[config.mk]
export PLATFORM = sky130hd
export DESIGN_NAME = fwd_scoreboard
export DESIGN_NICKNAME = d
export VERILOG_FILES = /design/src/rtl/fwd_pkg.sv /design/src/rtl/fwd_match.sv /design/src/rtl/fwd_scoreboard.sv
export SDC_FILE = /design/constraint.sdc
export NUM_CORES = 1
export LEC_CHECK = 0
export ABC_CLOCK_PERIOD_IN_PS = 2300
export CAP_MARGIN = 20
export CORE_MARGIN = 5
export CORE_UTILIZATION = 45
export CTS_CLUSTER_DIAMETER = 60
export DETAILED_ROUTE_END_ITERATION = 10
export PLACE_DENSITY = 0.74
export SETUP_SLACK_MARGIN = 0.2
export SLEW_MARGIN = 10
export SYNTH_ARGS = -nofsm -noshare
export SYNTH_HDL_FRONTEND = slang
export SYNTH_SLANG_ARGS = --single-unit
[constraint.sdc]
create_clock -name clk -period 2.3 [get_ports clk]
set_input_delay 0.575 -clock clk [delete_from_list [all_inputs] [get_ports clk]]
set_output_delay 0.575 -clock clk [all_outputs]
set_load 0.05 [all_outputs]
[src/rtl/fwd_pkg.sv]
// Shared encodings for the fwd_scoreboard forwarding unit: register classes, select codes
// and the record tracked for each in-flight destination write.
package fwd_pkg;

    localparam logic [1:0] CLS_PRED = 2'd0;
    localparam logic [1:0] CLS_INT  = 2'd1;
    localparam logic [1:0] CLS_FP   = 2'd2;

    localparam int SEL_REG = 0;

    // Entries hold register numbers at this width; smaller register files zero-extend.
    localparam int FWD_MAX_REG_W = 8;

    typedef struct packed {
        logic                     valid;
        logic [FWD_MAX_REG_W-1:0] dst_reg;
        logic [1:0]               dst_cls;
        logic                     is_load;
    } fwd_entry_t;

    function automatic int sel_imm(input int depth);
        return depth + 1;
    endfunction

endpackage

[src/rtl/fwd_match.sv]
// Per-source comparator: matches one source operand against every tracked entry and
// priority-encodes the youngest producer into a forward select plus a load-use flag.
module fwd_match
    import fwd_pkg::*;
#(
    parameter int DEPTH    = 3,
    parameter int LOAD_LAT = 2,
    parameter int SEL_W    = 3
) (
    input  fwd_entry_t [DEPTH-1:0]    i_entries,
    input  logic [FWD_MAX_REG_W-1:0]  i_src_reg,
    input  logic [1:0]                i_src_cls,
    input  logic                      i_src_ovr,
    output logic [SEL_W-1:0]          o_sel,
    output logic                      o_load_hazard
);

    logic             w_zero_reg;
    logic [DEPTH-1:0] w_match;

    assign w_zero_reg = (i_src_cls == CLS_INT) && (i_src_reg == '0);

    for (genvar g = 0; g < DEPTH; g++) begin : g_cmp
        assign w_match[g] = i_entries[g].valid
                         && (i_entries[g].dst_reg == i_src_reg)
                         && (i_entries[g].dst_cls == i_src_cls)
                         && !i_src_ovr
                         && !w_zero_reg;
    end

    // Array index g is stage g+1; scanning oldest to youngest leaves the youngest match.
    always_comb begin
        o_sel         = SEL_W'(SEL_REG);
        o_load_hazard = 1'b0;
        if (i_src_ovr) begin
            o_sel = SEL_W'(sel_imm(DEPTH));
        end else begin
            for (int i = DEPTH - 1; i >= 0; i--) begin
                if (w_match[i]) begin
                    o_sel = SEL_W'(i + 1);
                end
            end
        end
        for (int i = 0; i < LOAD_LAT - 1; i++) begin
            if (w_match[i] && i_entries[i].is_load) begin
                o_load_hazard = 1'b1;
            end
        end
    end

endmodule

[src/rtl/fwd_scoreboard.sv]
// Operand-forwarding and load-use hazard unit tracking DEPTH in-flight writes after ID.
// Optional performance counters are built when FWD_PERF_CNT_EN is defined.
module fwd_scoreboard
    import fwd_pkg::*;
#(
    parameter int  NUM_REGS = 16,
    parameter int  NUM_SRC  = 3,
    parameter int  DEPTH    = 3,
    parameter int  LOAD_LAT = 2,
    localparam int REG_W    = $clog2(NUM_REGS),
    localparam int SEL_W    = $clog2(DEPTH + 2)
) (
    input  logic                       clk,
    input  logic                       rst_n,
    input  logic                       flush,
    input  logic                       id_valid,
    input  logic [NUM_SRC*REG_W-1:0]   id_src_reg,
    input  logic [NUM_SRC*2-1:0]       id_src_cls,
    input  logic [NUM_SRC-1:0]         id_src_ovr,
    input  logic [REG_W-1:0]           id_dst_reg,
    input  logic [1:0]                 id_dst_cls,
    input  logic                       id_dst_we,
    input  logic                       id_is_load,
    output logic                       stall,
    output logic                       ex_valid,
    output logic [NUM_SRC*SEL_W-1:0]   ex_fwd_sel
`ifdef FWD_PERF_CNT_EN
    ,
    output logic [31:0]                perf_stall_cyc,
    output logic [31:0]                perf_fwd_cnt
`endif
);

    fwd_entry_t [DEPTH-1:0]     r_entries;
    fwd_entry_t                 w_id_entry;
    logic [NUM_SRC-1:0]         w_hazard;
    logic [NUM_SRC*SEL_W-1:0]   w_sel;
    logic                       w_issue;

    for (genvar s = 0; s < NUM_SRC; s++) begin : g_src
        logic [FWD_MAX_REG_W-1:0] w_src_reg;
        assign w_src_reg = FWD_MAX_REG_W'(id_src_reg[s*REG_W +: REG_W]);

        fwd_match #(
            .DEPTH    (DEPTH),
            .LOAD_LAT (LOAD_LAT),
            .SEL_W    (SEL_W)
        ) u_match (
            .i_entries     (r_entries),
            .i_src_reg     (w_src_reg),
            .i_src_cls     (id_src_cls[s*2 +: 2]),
            .i_src_ovr     (id_src_ovr[s]),
            .o_sel         (w_sel[s*SEL_W +: SEL_W]),
            .o_load_hazard (w_hazard[s])
        );
    end

    assign stall   = id_valid && !flush && (|w_hazard);
    assign w_issue = id_valid && !stall && !flush;

    // A non-issuing cycle still shifts, leaving a bubble in stage 1.
    always_comb begin
        w_id_entry         = '0;
        w_id_entry.valid   = w_issue && id_dst_we;
        w_id_entry.dst_reg = FWD_MAX_REG_W'(id_dst_reg);
        w_id_entry.dst_cls = id_dst_cls;
        w_id_entry.is_load = id_is_load;
    end

    always_ff @(posedge clk or negedge rst_n) begin
        if (!rst_n) begin
            r_entries  <= '0;
            ex_valid   <= 1'b0;
            ex_fwd_sel <= '0;
        end else if (flush) begin
            r_entries  <= '0;
            ex_valid   <= 1'b0;
            ex_fwd_sel <= '0;
        end else begin
            r_entries  <= {r_entries[DEPTH-2:0], w_id_entry};
            ex_valid   <= w_issue;
            ex_fwd_sel <= w_issue ? w_sel : '0;
        end
    end

`ifdef FWD_PERF_CNT_EN
    logic [31:0] w_fwd_inc;

    // Only selects that name a pipeline latch count as forwards; regfile and imm do not.
    always_comb begin
        w_fwd_inc = '0;
        for (int s = 0; s < NUM_SRC; s++) begin
            if (w_issue && (w_sel[s*SEL_W +: SEL_W] != '0)
                        && (w_sel[s*SEL_W +: SEL_W] <= SEL_W'(DEPTH))) begin
                w_fwd_inc = w_fwd_inc + 32'd1;
            end
        end
    end

    always_ff @(posedge clk or negedge rst_n) begin
        if (!rst_n) begin
            perf_stall_cyc <= '0;
            perf_fwd_cnt   <= '0;
        end else begin
            perf_stall_cyc <= perf_stall_cyc + {31'd0, stall};
            perf_fwd_cnt   <= perf_fwd_cnt + w_fwd_inc;
        end
    end
`endif

endmodule
==> results.md, run 1 <==
- Of the total power, registers draw 0.435.
- The die is 73.80 um wide.
- Input and output buffers added on the ports amount to 43.
- The number of antenna diodes in the final layout is 0.
- The wire length of the first global-routing pass is 9259 um.
- The flow ran to the end, but the final reports show violations.
- The via density per instance is 5.343.
- The type of origin of the critical path is a flip-flop.
- The smallest setup slack after layout is -0.2815 ns.
- The classification of the worst-slack hold path is flip-flop to flip-flop.
- The most common cell after layout, fill and taps aside is sky130_fd_sc_hd__xnor2_1.
- In the layout the commonest cells are 40 x sky130_fd_sc_hd__xnor2_1, 36 x sky130_fd_sc_hd__buf_4, 26 x sky130_fd_sc_hd__dfrtp_1.
- The number of cells after detailed placement is 292.
- Once detail routing completed, the nets flagged for antenna violations numbered 0.
- The launching point of the worst reg2reg path is r_entries[1].
- The worst-case setup slack after placement is -0.6109 ns.
- The count of endpoints failing hold in the final timing report is 0.
- The worst-case headroom to the max-slew limit is 0.6328.
- The area of the die is approximately 5400 um^2.
- The final layout net count is 303.
- The via count of the first global-routing pass came to 1862.
- The worst hold endpoint is r_entries[35].
- The floorplan row count is 23.
- At the later pin of the worst-skew pair, clock insertion delay measures about 0.28 ns.
- The maximum count of clock buffers along a single path is 2.
- TritonCTS built the clock tree.
- The minimum clock period is 2.582 ns.
- Setup violations remaining at the end of the flow were counted as 3.
- The routability-driven placement congestion ratio is 0.9093.
- The synthesis warning total is 0.
- Entering global routing, the biggest net connects 33 pins.
- The total overflow left after global routing is 0.
- The reported max-cap violation count is 0.
- The category of the worst setup path capture point is an output port.
- The area growth from synthesis to layout is 68.58%.
- The initial standard-cell utilization of the core is 0.4612.
- The internal power is 1018 uW.
- The top-level port count is 44.
- The HPWL after detailed placement is approximately 4100 um.
- The placeable core area is slightly below 4000 um^2.
- The total power draw is 1399 uW.
- The required arrival time at the worst endpoint is 1.73 ns.
- The switching power is 381.1 uW.
- Setup slack on the worst reg-to-reg path comes out at between 0.3 and 0.4 ns.
- Setup repair after global routing could not meet its margin everywhere.
- For this run, the total global-route usage over all layers was measured as 0.2353.
- The part of the cycle the worst path needs is 1.122.
- The detailed router finished its first iteration with between 50 and 60 violations.
- The final hold slack is between 0.5 and 0.6 ns.
- The worst hold path begins at r_entries[23].
- Dividing the detail-routed wire length by the instance count gives 18.79 um.
- The clock drives 32 sinks.
- The overall via count from detail_route is between 1500 and 2000.
- The total power divided by cell area is 453.1 nW/um^2.
- Of the total power, combinational logic draws 0.246.
- The final reports fail on setup timing.
- The number of buffers inserted during clock tree synthesis is 5.
- The worst register-to-register path ends at ex_fwd_sel[7].
- The fraction of power consumed by the clock network is 0.319.
- For this run, the top clock speed supported by timing is 387.4 MHz.
- Of the synthesized area, sequential elements account for 0.4372.
- The count of unresolved DRC violations after routing is 0.
- The number of search-and-repair iterations in the first detailed-routing pass is 4.
- Summing every instance area after synthesis gives between 1500 and 2000 um^2.
- Data arrives at the worst endpoint at 2.01 ns.
- The distinct cell type count after synthesis is 23.
- The clock-pin slew on the worst setup and hold paths is 0.06 ns.
- The initial antenna violation count was 0.
- The setup path with the least slack is of type flip-flop to output port.
- The share of post-route cells with drive strength above 1 is 0.4391.
- Counting every instance in the synthesized netlist gives ~170.
- IR analysis of the VDD net gives a maximum drop of around 380 uV.
- The worst hold path depth is 1.
- Summed over all cells, the static leakage comes to 0.001258 uW.
- The synthesis-stage register bit count is 32.
- The finished layout holds approximately 320 standard cells, fillers aside.
- The root cell of the clock tree is sky130_fd_sc_hd__clkbuf_8.
- In this run the worst path has a maximum fanout of 3.
- The number of max-slew violations in the final report is 0.
- The average cell area after synthesis is 10.90 um^2.
- In this run the number of H-tree levels came out at 2.
- Measured along the y axis, the die boundary spans 73.80 um.
- Once layout is complete, the utilization of the core stands at 0.7776.
- The slew at the pin with the worst max-slew slack is 0.5458 ns.
- Hold repair after CTS inserted 0 buffers.
- Wires add up to 6033 um.
- Of the total power, the share spent switching nets is 0.2724.
- The net count after synthesis is 201.
- Counting cells, the worst reg-to-reg path comes to 8.
- The clock skew after layout is around 0.0066 ns.
## state kept, by name (all words and copies together), names as in the netlist
| register | count |
|---|---|
| ex_fwd_sel | 9 |
| r_entries | 22 |
| ex_valid | 1 |
## Yosys cell counts
cell                       number  share of area
sky130_fd_sc_hd__nand4_1        9          0.031
sky130_fd_sc_hd__dfrtp_1       32           0.44
sky130_fd_sc_hd__xnor2_1       51           0.24
sky130_fd_sc_hd__or4b_1         3          0.016
sky130_fd_sc_hd__a211oi_2       2          0.014
sky130_fd_sc_hd__nor3_1         9          0.025
sky130_fd_sc_hd__inv_1          4         0.0082
sky130_fd_sc_hd__buf_6          1         0.0061
sky130_fd_sc_hd__a31oi_4        1          0.012
sky130_fd_sc_hd__nand2_1        3         0.0061
sky130_fd_sc_hd__o31ai_2        3          0.020
sky130_fd_sc_hd__o211ai_1       3          0.012
sky130_fd_sc_hd__xor2_1         3          0.014
sky130_fd_sc_hd__clkbuf_1       3         0.0061
sky130_fd_sc_hd__nor3b_2        1         0.0068
sky130_fd_sc_hd__nor2b_1       21          0.072
sky130_fd_sc_hd__a211oi_1       1         0.0041
sky130_fd_sc_hd__nor2_1         1         0.0020
sky130_fd_sc_hd__a311oi_1       1         0.0048
sky130_fd_sc_hd__nand3_1        6          0.016
sky130_fd_sc_hd__or3_4          3          0.018
sky130_fd_sc_hd__nand2b_1       4          0.014
sky130_fd_sc_hd__nor4_1         3          0.010
## cells by family (layout without fill, tap and decap cells)
logic type / Yosys count / after routing / synth area share
buf+inv: 8 / 110 / 0.02049
xor+xnor: 54 / 54 / 0.2582
compound gates: 11 / 12 / 0.06694
simple gates: 63 / 63 / 0.2172
flops: 32 / 32 / 0.4372
## power by group through the flow
stage | combinational (uW) | sequential, uW | clock [uW]
global route | 366 | 610 | 477
CTS | 327 | 608 | 448
floorplan | 112 | 620 | 0
detailed placement | 280 | 617 | 0
finish | 345 | 608 | 447
global placement | 272 | 617 | 0
## through the flow
stage | area [um^2] | setup TNS, ns
3_5_place_dp | 2638 | -4.636
5_1_grt | 3088 | -0.6098
6_report | 3088 | -0.4219
2_1_floorplan | 1894 | -0.08469
4_1_cts | 3032 | -0.2501
3_3_place_gp | 2638 | -3.822
## worst max-delay path, cell delays in order, from the launching register on
cell                       delay [ns]
sky130_fd_sc_hd__dfrtp_2         0.42
sky130_fd_sc_hd__buf_4           0.15
sky130_fd_sc_hd__xnor2_2         0.16
sky130_fd_sc_hd__nand3_2         0.11
sky130_fd_sc_hd__or3_4           0.41
sky130_fd_sc_hd__a311oi_4        0.31
sky130_fd_sc_hd__buf_12          0.18
## per-layer routing
metal,GRT usage,vias to the layer above,wire length (um)
li1,-,778,-
met1,0.2537,835,2180
met2,0.4331,74,3190
met3,0.04651,28,385
met4,0.1127,0,277
met5,0,-,0
## layout make-up
type	count	area (um^2)
flip-flops and latches	32	808.3
inverters	4	15.01
multi-input cells	129	1230
well taps	50	62.56
repair buffers	98	882.1
fillers	243	883.3
clock buffers	8	90.09
## how the worst max path moves through the flow
| stage | from | end | slack, ns |
|---|---|---|---|
| detailed placement | id_src_reg[2] | stall | -0.61 |
| global route | r_entries[1] | stall | -0.34 |
| CTS | r_entries[6] | stall | -0.25 |
| finish | r_entries[1] | stall | -0.28 |
| floorplan | id_src_reg[2] | stall | -0.08 |
| global placement | id_src_reg[2] | stall | -0.57 |
## what timing repair did
item	in CTS	in global routing
hold endpoints to repair	0	0
pin swaps	23	16
gates resized for setup	118	9
endpoints found under the setup margin	12	12
cloned	0	1
setup buffers	18	2
No activity file was read; power rests on OpenSTA's default activity.
==> run 2: changes to the inputs <==
- GPL_ROUTABILITY_DRIVEN: unset -> 0
==> run 2 against run 1 <==
Against the previous run:
- the run still ends with setup timing left
- count of clock-buffer cells in the layout shrank 1
- clock power about the same
- routed wire length shrank 9.7%
- clock skew about the same
- sequential share of layout area up 1.8 points
- die area unchanged
- power shrank 3.1%
- largest power group unchanged
- via count is 5.0% lower
==> results.md, run 2 (synthesis gave the netlist of run 1 again) <==
- Wires add up to 5445 um.
- Timing would allow up to roughly 390 MHz.
- The count of endpoints failing hold in the final timing report is 0.
- For this configuration, the core starts out at a cell density of 0.4612.
- Counting the buffers created by CTS gives 5.
- Across all setup checks in the final design, the least slack found is -0.2686 ns.
- The internal power of the cells totals 989.9 uW.
- The clock tree from TritonCTS is built.
- The required arrival time at the worst endpoint is approximately 1.7 ns.
- Max-cap violations in this run came to 0.
- For this design the total switching power over the nets is 365.5 uW.
- The clock-pin slew on the worst setup and hold paths is about 0.07 ns.
- The number of max-slew violations in the final report is 0.
- The region available for standard cell placement spans 3971 um^2.
- For this design, the slowest cell found on the critical path is sky130_fd_sc_hd__dfrtp_2.
- The worst setup path is of the flip-flop to output port kind.
- The wire length of the first global-routing pass is ~8400 um.
- The remaining global-route overflow is 0.
- The net switching share of the total power is 0.2696.
- The flow ran to the end, but the final reports show violations.
- The minimum clock period is ~2.6 ns.
- between 40 and 50 I/O pins were placed.
- The share of total power dissipated in sequential elements is 0.450.
- The x dimension of the die is around 74 um.
- The flip-flop count of the largest register after layout is 22.
- The number of antenna diodes is 0.
- The worst-case headroom to the max-slew limit is 0.6658.
- The data arrival time of the worst path is ~2.0 ns.
- The share of total power dissipated in combinational logic is 0.220.
- The worst-case vdd ir drop is 376.6 uV.
- The via density per instance is around 5.3.
- The detail route stage leaves a number of antenna-violating nets equal to 0.
- The count of unresolved DRC violations after routing is 0.
- The largest registers in the layout are r_entries (22), ex_fwd_sel (9), ex_valid (1).
- The HPWL after detailed placement is ~4000 um.
- The classification of the worst-slack hold path is flip-flop to flip-flop.
- The type of origin of the critical path is a flip-flop.
- The register containing the most flip-flops in the final layout is r_entries.
- After detailed routing, the average wire length per cell comes to about 18 um.
- The root cell of the clock tree is sky130_fd_sc_hd__clkbuf_8.
- The source-to-sink clock delay at the later pin of the worst-skew pair is 0.28 ns.
- During placement, the flow inserted port buffers numbering 43.
- The part of the cycle the worst path needs is 1.117.
- The share of total power dissipated in the clock network is 0.330.
- The area growth from synthesis to layout is 57.31%.
- The die is roughly 74 um tall.
- At the end of the flow, the number of nets in the layout was 289.
- For this run, the slowest stage of the critical path takes 0.48 ns.
- STA classifies the critical path endpoint as an output port.
- Leaving out fill and tap cells, the most frequent cells in the layout are 39 x sky130_fd_sc_hd__xnor2_1, 32 x sky130_fd_sc_hd__buf_4, 27 x sky130_fd_sc_hd__dfrtp_1.
- The number of search-and-repair iterations in the first detailed-routing pass is 4.
- The checks that failed: setup timing.
- Hold timing on the final database bottoms out at a slack of 0.5897 ns.
- For this design the static power due to leakage is 0.001163 uW.
- The overall via count from detail_route is 1630.
- The slew at the pin with the worst max-slew slack is ~0.5 ns.
- Entering global routing, the biggest net connects 33 pins.
- The iteration-0 DRC count of the detailed router is about 120.
- For this design, the sink count on the clock tree is 32.
- The number of setup violations in the final report is 1.
- Of the cells placed in the final design, the portion with a size suffix greater than 1 is 0.3852.
- The most common cell after layout, fill and taps aside is sky130_fd_sc_hd__xnor2_1.
- The total power draw is 1355 uW.
- Traced cell by cell, the critical path runs through buf_6, xnor2_2, nand3_1, or3_4, a311oi_4, buf_12.
- Of all nets on the critical path, the largest fanout is 4.
- The total power divided by cell area is 470.4 nW/um^2.
- In this run the core area contains 23 standard-cell rows.
- The number of H-tree branching levels is 2.
- The clock skew after layout is approximately 0.0063 ns.
- Counting along the longest clock path gives a buffer depth of 2.
- Across every metal layer, demand over resource in global routing totals 0.2103.
- The initial antenna violation count is 0.
- Setup repair after global routing could not meet its margin everywhere.
- The area of the die is 5446 um^2.
- The via count of the first global-routing pass is between 1500 and 2000.
==> run 2: repair_timing <==
item | in CTS | in global routing
pin swaps | 16 | 17
hold buffers | 0 | 0
endpoints found under the hold margin | 0 | 0
buffers inserted | 3 | 3
endpoints found under the setup margin | 12 | 9
gates resized for setup | 74 | 16
cloned | 0 | 1
==> run 2: path summary, 6_finish.rpt <==
path                          startpoint  slack [ns]  cells past startpoint             to
setup / recovery            r_entries[6]       -0.27                      6          stall
hold / removal             r_entries[23]        0.59                      1  r_entries[35]
setup reg to reg            r_entries[6]        0.21                      9       ex_valid
hold reg to reg            r_entries[23]        0.59                      1  r_entries[35]
max in group asynchronous          rst_n        1.28                      2   r_entries[3]
min in group asynchronous          rst_n        0.69                      2  ex_fwd_sel[3]
==> run 2: cell type report <==
| type | instances | area [um^2] |
|---|---|---|
| well taps | 50 | 62.56 |
| clock inverters | 1 | 7.507 |
| clock buffers | 7 | 86.33 |
| fillers | 282 | 1090 |
| flip-flops and latches | 32 | 807.0 |
| inverters | 4 | 15.01 |
| repair buffers | 84 | 733.2 |
| multi-input cells | 129 | 1170 |
==> run 2: critical path: cells and delay by family (launching register included) <==
kind            cells  cell delay [ns]
flops               1             0.48
compound gates      1             0.25
simple gates        2             0.51
xor+xnor            1             0.14
buf+inv             2             0.33
==> run 2: through the flow <==
| stage | cells | cell area, um^2 | worst slack, ns | TNS, ns | utilization |
|---|---|---|---|---|---|
| after CTS | 303 | 2794 | -0.2410 | -0.2410 | 0.7035 |
| after global routing | 307 | 2882 | -0.3401 | -0.3401 | 0.7256 |
| after detailed placement | 292 | 2638 | -0.6066 | -4.621 | 0.6641 |
| final | 307 | 2882 | -0.2686 | -0.2686 | 0.7256 |
| after global placement | 292 | 2638 | -0.5640 | -3.769 | 0.6641 |
| after floorplan | 168 | 1894 | -0.08469 | -0.08469 | - |
==> run 2: power by group through the flow <==
stage	clock (uW)	sequential (uW)	combinational [uW]
6_report	448	610	298
3_5_place_dp	0	618	277
5_1_grt	484	612	318
3_3_place_gp	0	616	269
4_1_cts	458	608	285
2_1_floorplan	0	620	112
==> run 2: routing by layer <==
layer,share of wire,GRT usage
met5,0,0
met4,0.041,0.1066
met3,0.062,0.04788
met2,0.52,0.3848
met1,0.38,0.2221
